$ cat src/rtl/rr_arbiter4_pkg.sv
// Shared definitions for the four-way round-robin arbiter: FSM encodings,
// the default hold limit and a one-hot helper.
package rr_arbiter4_pkg;

    typedef enum logic {
        IDLE = 1'b0,
        BUSY = 1'b1
    } state_t;

    localparam int DEFAULT_MAX_HOLD = 4;

    function automatic logic [3:0] onehot4(input logic [1:0] idx);
        return 4'b0001 << idx;
    endfunction

endpackage

$ cat src/rtl/mux2.sv
// Single-bit 2:1 mux cell; s_i = 1 selects b_i.
module mux2 (
    input  logic a_i,
    input  logic b_i,
    input  logic s_i,
    output logic y_o
);

    assign y_o = s_i ? b_i : a_i;

endmodule

$ cat src/rtl/mux4.sv
// Single-bit 4:1 mux cell assembled from three 2:1 cells.
module mux4 (
    input  logic       d0_i,
    input  logic       d1_i,
    input  logic       d2_i,
    input  logic       d3_i,
    input  logic [1:0] s_i,
    output logic       y_o
);

    logic lowPair;
    logic highPair;

    mux2 u_low  (.a_i(d0_i),    .b_i(d1_i),     .s_i(s_i[0]), .y_o(lowPair));
    mux2 u_high (.a_i(d2_i),    .b_i(d3_i),     .s_i(s_i[0]), .y_o(highPair));
    mux2 u_out  (.a_i(lowPair), .b_i(highPair), .s_i(s_i[1]), .y_o(y_o));

endmodule

$ cat src/rtl/rr_pick4.sv
// Combinational round-robin picker: first set request bit at or above ptr,
// wrapping from 3 back to 0.
module rr_pick4 (
    input  logic [3:0] req,
    input  logic [1:0] ptr,
    output logic       any,
    output logic [1:0] idx
);

    logic       found;
    logic [1:0] cand;

    // The 2-bit candidate index wraps naturally, giving the 3->0 rotation.
    always_comb begin
        idx   = ptr;
        found = 1'b0;
        cand  = ptr;
        for (int k = 0; k < 4; k++) begin
            cand = ptr + 2'(k);
            if (!found && req[cand]) begin
                idx   = cand;
                found = 1'b1;
            end
        end
    end

    assign any = |req;

endmodule

$ cat src/rtl/rr_arbiter4.sv
// Four-requester round-robin arbiter with a bounded hold time per ownership
// and one idle turnaround cycle after every release.
module rr_arbiter4
    import rr_arbiter4_pkg::*;
#(
    parameter int DW       = 8,
    parameter int MAX_HOLD = DEFAULT_MAX_HOLD
) (
    input  logic          clk,
    input  logic          rst,
    input  logic [3:0]    req,
    input  logic [DW-1:0] d0,
    input  logic [DW-1:0] d1,
    input  logic [DW-1:0] d2,
    input  logic [DW-1:0] d3,
    output logic [3:0]    gnt,
    output logic [1:0]    sel,
    output logic [DW-1:0] dout,
    output logic          dout_valid
);

    localparam int CW = $clog2(MAX_HOLD + 1);

    state_t        state_q;
    logic [3:0]    gnt_q;
    logic [1:0]    sel_q;
    logic [1:0]    ptr_q;
    logic [CW-1:0] cnt_q;
    logic [CW-1:0] cnt_d;
    logic          holdDone;
    logic          pickAny;
    logic [1:0]    pickIdx;
    logic [DW-1:0] muxOut;

    rr_pick4 u_pick (
        .req (req),
        .ptr (ptr_q),
        .any (pickAny),
        .idx (pickIdx)
    );

    assign cnt_d    = cnt_q + CW'(1);
    assign holdDone = (cnt_q == CW'(MAX_HOLD));

    // Releases always land in IDLE, so a new grant needs one more edge: that
    // is the mandatory turnaround cycle. Non-owner request bits are never
    // consulted while BUSY.
    always_ff @(posedge clk or posedge rst) begin
        if (rst) begin
            state_q <= IDLE;
            gnt_q   <= 4'b0000;
            sel_q   <= 2'd0;
            ptr_q   <= 2'd0;
            cnt_q   <= '0;
        end else begin
            case (state_q)
                IDLE: begin
                    if (pickAny) begin
                        state_q <= BUSY;
                        gnt_q   <= onehot4(pickIdx);
                        sel_q   <= pickIdx;
                        cnt_q   <= CW'(1);
                    end else begin
                        gnt_q   <= 4'b0000;
                    end
                end
                BUSY: begin
                    if (!req[sel_q] || holdDone) begin
                        state_q <= IDLE;
                        gnt_q   <= 4'b0000;
                        ptr_q   <= sel_q + 2'd1;
                        cnt_q   <= '0;
                    end else begin
                        cnt_q   <= cnt_d;
                    end
                end
                default: begin
                    state_q <= IDLE;
                    gnt_q   <= 4'b0000;
                    cnt_q   <= '0;
                end
            endcase
        end
    end

    for (genvar b = 0; b < DW; b++) begin : g_bit
        mux4 u_mux (
            .d0_i (d0[b]),
            .d1_i (d1[b]),
            .d2_i (d2[b]),
            .d3_i (d3[b]),
            .s_i  (sel_q),
            .y_o  (muxOut[b])
        );
    end

    assign dout       = (state_q == BUSY) ? muxOut : '0;
    assign dout_valid = (state_q == BUSY) && req[sel_q];
    assign gnt        = gnt_q;
    assign sel        = sel_q;

endmodule

$ cat config.mk
export PLATFORM = sky130hd
export DESIGN_NAME = rr_arbiter4
export DESIGN_NICKNAME = d
export VERILOG_FILES = /design/src/rtl/rr_arbiter4_pkg.sv /design/src/rtl/mux2.sv /design/src/rtl/mux4.sv /design/src/rtl/rr_pick4.sv /design/src/rtl/rr_arbiter4.sv
export SDC_FILE = /design/constraint.sdc
export NUM_CORES = 1
export LEC_CHECK = 0
export ABC_AREA = 1
export BUFFER_PORTS_ARGS = -buffer_cell sky130_fd_sc_hd__buf_2
export CAP_MARGIN = 20
export CORE_ASPECT_RATIO = 0.7
export CORE_UTILIZATION = 43
export DETAILED_ROUTE_END_ITERATION = 8
export HOLD_SLACK_MARGIN = 0.05
export PLACE_DENSITY = 0.72
export SLEW_MARGIN = 20
export SYNTH_ARGS = -nofsm -noshare
export SYNTH_HDL_FRONTEND = slang
export SYNTH_SLANG_ARGS = --single-unit
$ cat constraint.sdc
create_clock -name clk -period 1.7 [get_ports clk]
set_clock_uncertainty 0.1 [all_clocks]
set_input_delay 0.17 -clock clk [delete_from_list [all_inputs] [get_ports clk]]
set_output_delay 0.17 -clock clk [all_outputs]
set_load 0.05 [all_outputs]
==> metrics.yaml <==
wire_per_inst_um: 13.5
drive_gt1_share_pct: 57.4
area_delta_synth_final_pct: 65.9
cp-end-kind: "output port"
fmax_ghz: 0.590
cpPeakStageDelay_ns: 0.43
hpwl_um: 2690
synth-compound-area-share_pct: 14.2
hold_class: "input port to async pin"
yosysWarnings: 0
grt_first_pass_wirelength_um: 5580
cp_slowest_cell: "dfrtp_2"
synth_cell_types: 24
ys_seq_area_share_pct: 23.0
nets: 330
power_density_nw_per_um2: 2380
min_period_over_period_pct: 99.7
synth_top_family_by_area: "simple AND/OR/NAND/NOR gates"
async_flop_share_pct: 100
clkTransAtPathRegs_ns: 0.05
synth_ff_type: "dfrtp_1"
drv_slew: 0
cp.arrival_ns: 1.43
grt_pass1_vias: 1262
tightest_slew_ns: 0.463
crit_chain: "buf_6 > nor2_1 > nor2_1 > o21ai_2 > a21oi_4 > buf_6"
ioPinCount: 53
dp.cells: 311
outcome: "finished clean"
die-area_sq_um: 3260
path_class: "flip-flop to output port"
initial_utilization_pct: 45.9
synth_xor_area_share_pct: 0.672
yosys_register_bits: 12
antenna_left: 0
avgSynthCellArea_sq_um: 5.93
track_usage_pct: 23.4
cp-start-kind: "flip-flop"
grt_setup_unrepaired: "yes"
overflow: 0
antenna_found_initial: 0
required_ns: 1.43
drc_errors: 0
core_area_sq_um: 2840
nFillCells: 210
instances_no_fill: 325
grt_start_max_net_pins: 17
r2r_cells: 11
cap_violations: 0
die_w_um: 67.8
wl_um: 4390
worstPathMaxFanout: 8
leakagePower_nw: 1.11
slew_headroom_pct: 69.1
num_rows: 16
numCtsBuffers: 3
yosys.area_share.simple_pct: 49.4
die_h_um: 48.1
htreeDepth: 1
synth_fa_ha_area_share_pct: 1.92
vias_per_cell: 5.00
cts_sinks: 12
setup_viol: 0
muxShareOfSynthArea_pct: 0
fin_crit_ns: 1.70
n_antenna_cell: 0
hold_viol_final: 0
cts_tree: "built"
io_buffers: 52
clock-root-buffer: "clkbuf_8"
dr_total_vias: 1624
clock_path_buffers: 2
power_mw: 5.15
drt_iter0_drc: 123
reg2reg_slack_ns: 0.01
synth_edf_count: 0
first_pass_iters: 4
syn_inst: 220
globalplace.congestion: 0.845
syn_area_sq_um: 1300
ir_worst_vdd_uv: 1230
insertion_delay_ns: 0.25
syn_nets: 260
==> metrics by stage <==
stage / hold slack, ns / utilization (%) / worst slack, ns / setup TNS, ns / cell area (sq um)
3_3_place_gp: 0.0863 / 60.9 / 0.0244 / 0 / 1730
5_1_grt: 0.403 / 76.1 / -0.0820 / -0.576 / 2160
2_1_floorplan: -0.0653 / - / -0.0445 / -0.0445 / 1390
4_1_cts: 0.376 / 64.9 / -0.00140 / -0.00228 / 1840
3_5_place_dp: 0.0988 / 60.9 / 0.0161 / 0 / 1730
6_report: 0.375 / 76.1 / 0.00437 / 0 / 2160
==> metal layers <==
metal	part of all wire [%]	track usage [%]
met5	0	0
met1	47	34.4
met4	0.96	6.25
met2	48	36.2
met3	3.2	2.86
==> cell usage after synthesis (3+ instances only) <==
master	count	share of area [%]
nand2_1	70	20
a21oi_1	13	5.0
o21ai_0	16	6.1
inv_1	10	2.9
dfrtp_1	12	23
nor2_1	36	10
nand2_4	6	5.2
nand3_1	12	4.6
clkbuf_1	3	0.86
buf_4	3	1.7
inv_2	7	2.0
nand2_2	8	3.8
o21ai_1	8	3.1
==> final timing paths <==
path | from | to
worst max-delay path | sel[0] | dout[1]
worst max register to register | ptr_q[1] | gnt[2]
worst min-delay path | rst | gnt[2]
worst min register to register | gnt[0] | gnt[0]
max in group asynchronous | rst | ptr_q[0]
min in group clk | gnt[0] | gnt[0]
==> registers in the layout, summed over array words and instances (netlist names) <==
| name | flops |
|---|---|
| sel | 2 |
| ptr_q | 2 |
| gnt | 4 |
| state_q | 1 |
| cnt_q | 3 |
==> critical path: cells and delay by family, from the launching register on <==
kind / cells / cell delay [ns]
flip-flops: 1 / 0.43
buffers and inverters: 2 / 0.34
AND/OR/NAND/NOR: 2 / 0.19
AO/OA/AOI/OAI: 2 / 0.22
==> timing repair <==
item	4_1_cts	5_1_grt
setup buffers	0	6
hold buffers	1	0
setup endpoints to repair	10	17
pin swaps	0	23
endpoints found under the hold margin	12	0
resized for setup	30	82
gates cloned	0	3
==> layout by cell type, fill, tap and decap left out <==
cell	count
buf_8	2
clkinv_4	1
nand2_2	22
inv_2	6
buf_6	14
nand2_4	13
a21oi_4	7
o21ai_1	13
a21oi_1	3
nand3_4	3
o21ai_2	11
nor2_1	25
dfrtp_1	9
inv_1	9
xor2_1	1
dlygate4sd3_1	1
nor2_4	3
nand2_8	1
buf_2	43
nor4_1	1
clkinv_2	1
clkbuf_8	4
nor2_2	12
nand3_1	11
dfrtp_2	3
buf_4	15
nand2_1	48
inv_4	2
ha_1	2
a21oi_2	3
==> final cells by class <==
type	count	area, sq um	share of cell area [%]
Timing Repair Buffer	75	526	24.3
Clock buffer	4	55.1	2.54
Sequential cell	12	304	14.1
Inverter	18	77.6	3.59
Multi-Input combinational cell	179	1150	53.2
Timing Repair inverter	1	5.00	0.231
Tap cell	36	45.0	2.08
==> logic make-up after synthesis <==
logic type	count (synthesis)
compound gates	37
xor+xnor	1
fa+ha+maj	2
buf+inv	29
flops	12
simple gates	139
==> power breakdown <==
group          total, mW  internal [mW]  switching (mW)
clock network      0.317          0.205           0.112
registers          0.544          0.408           0.136
logic               4.29           1.57            2.72
No activity file was read; power rests on OpenSTA's default activity.
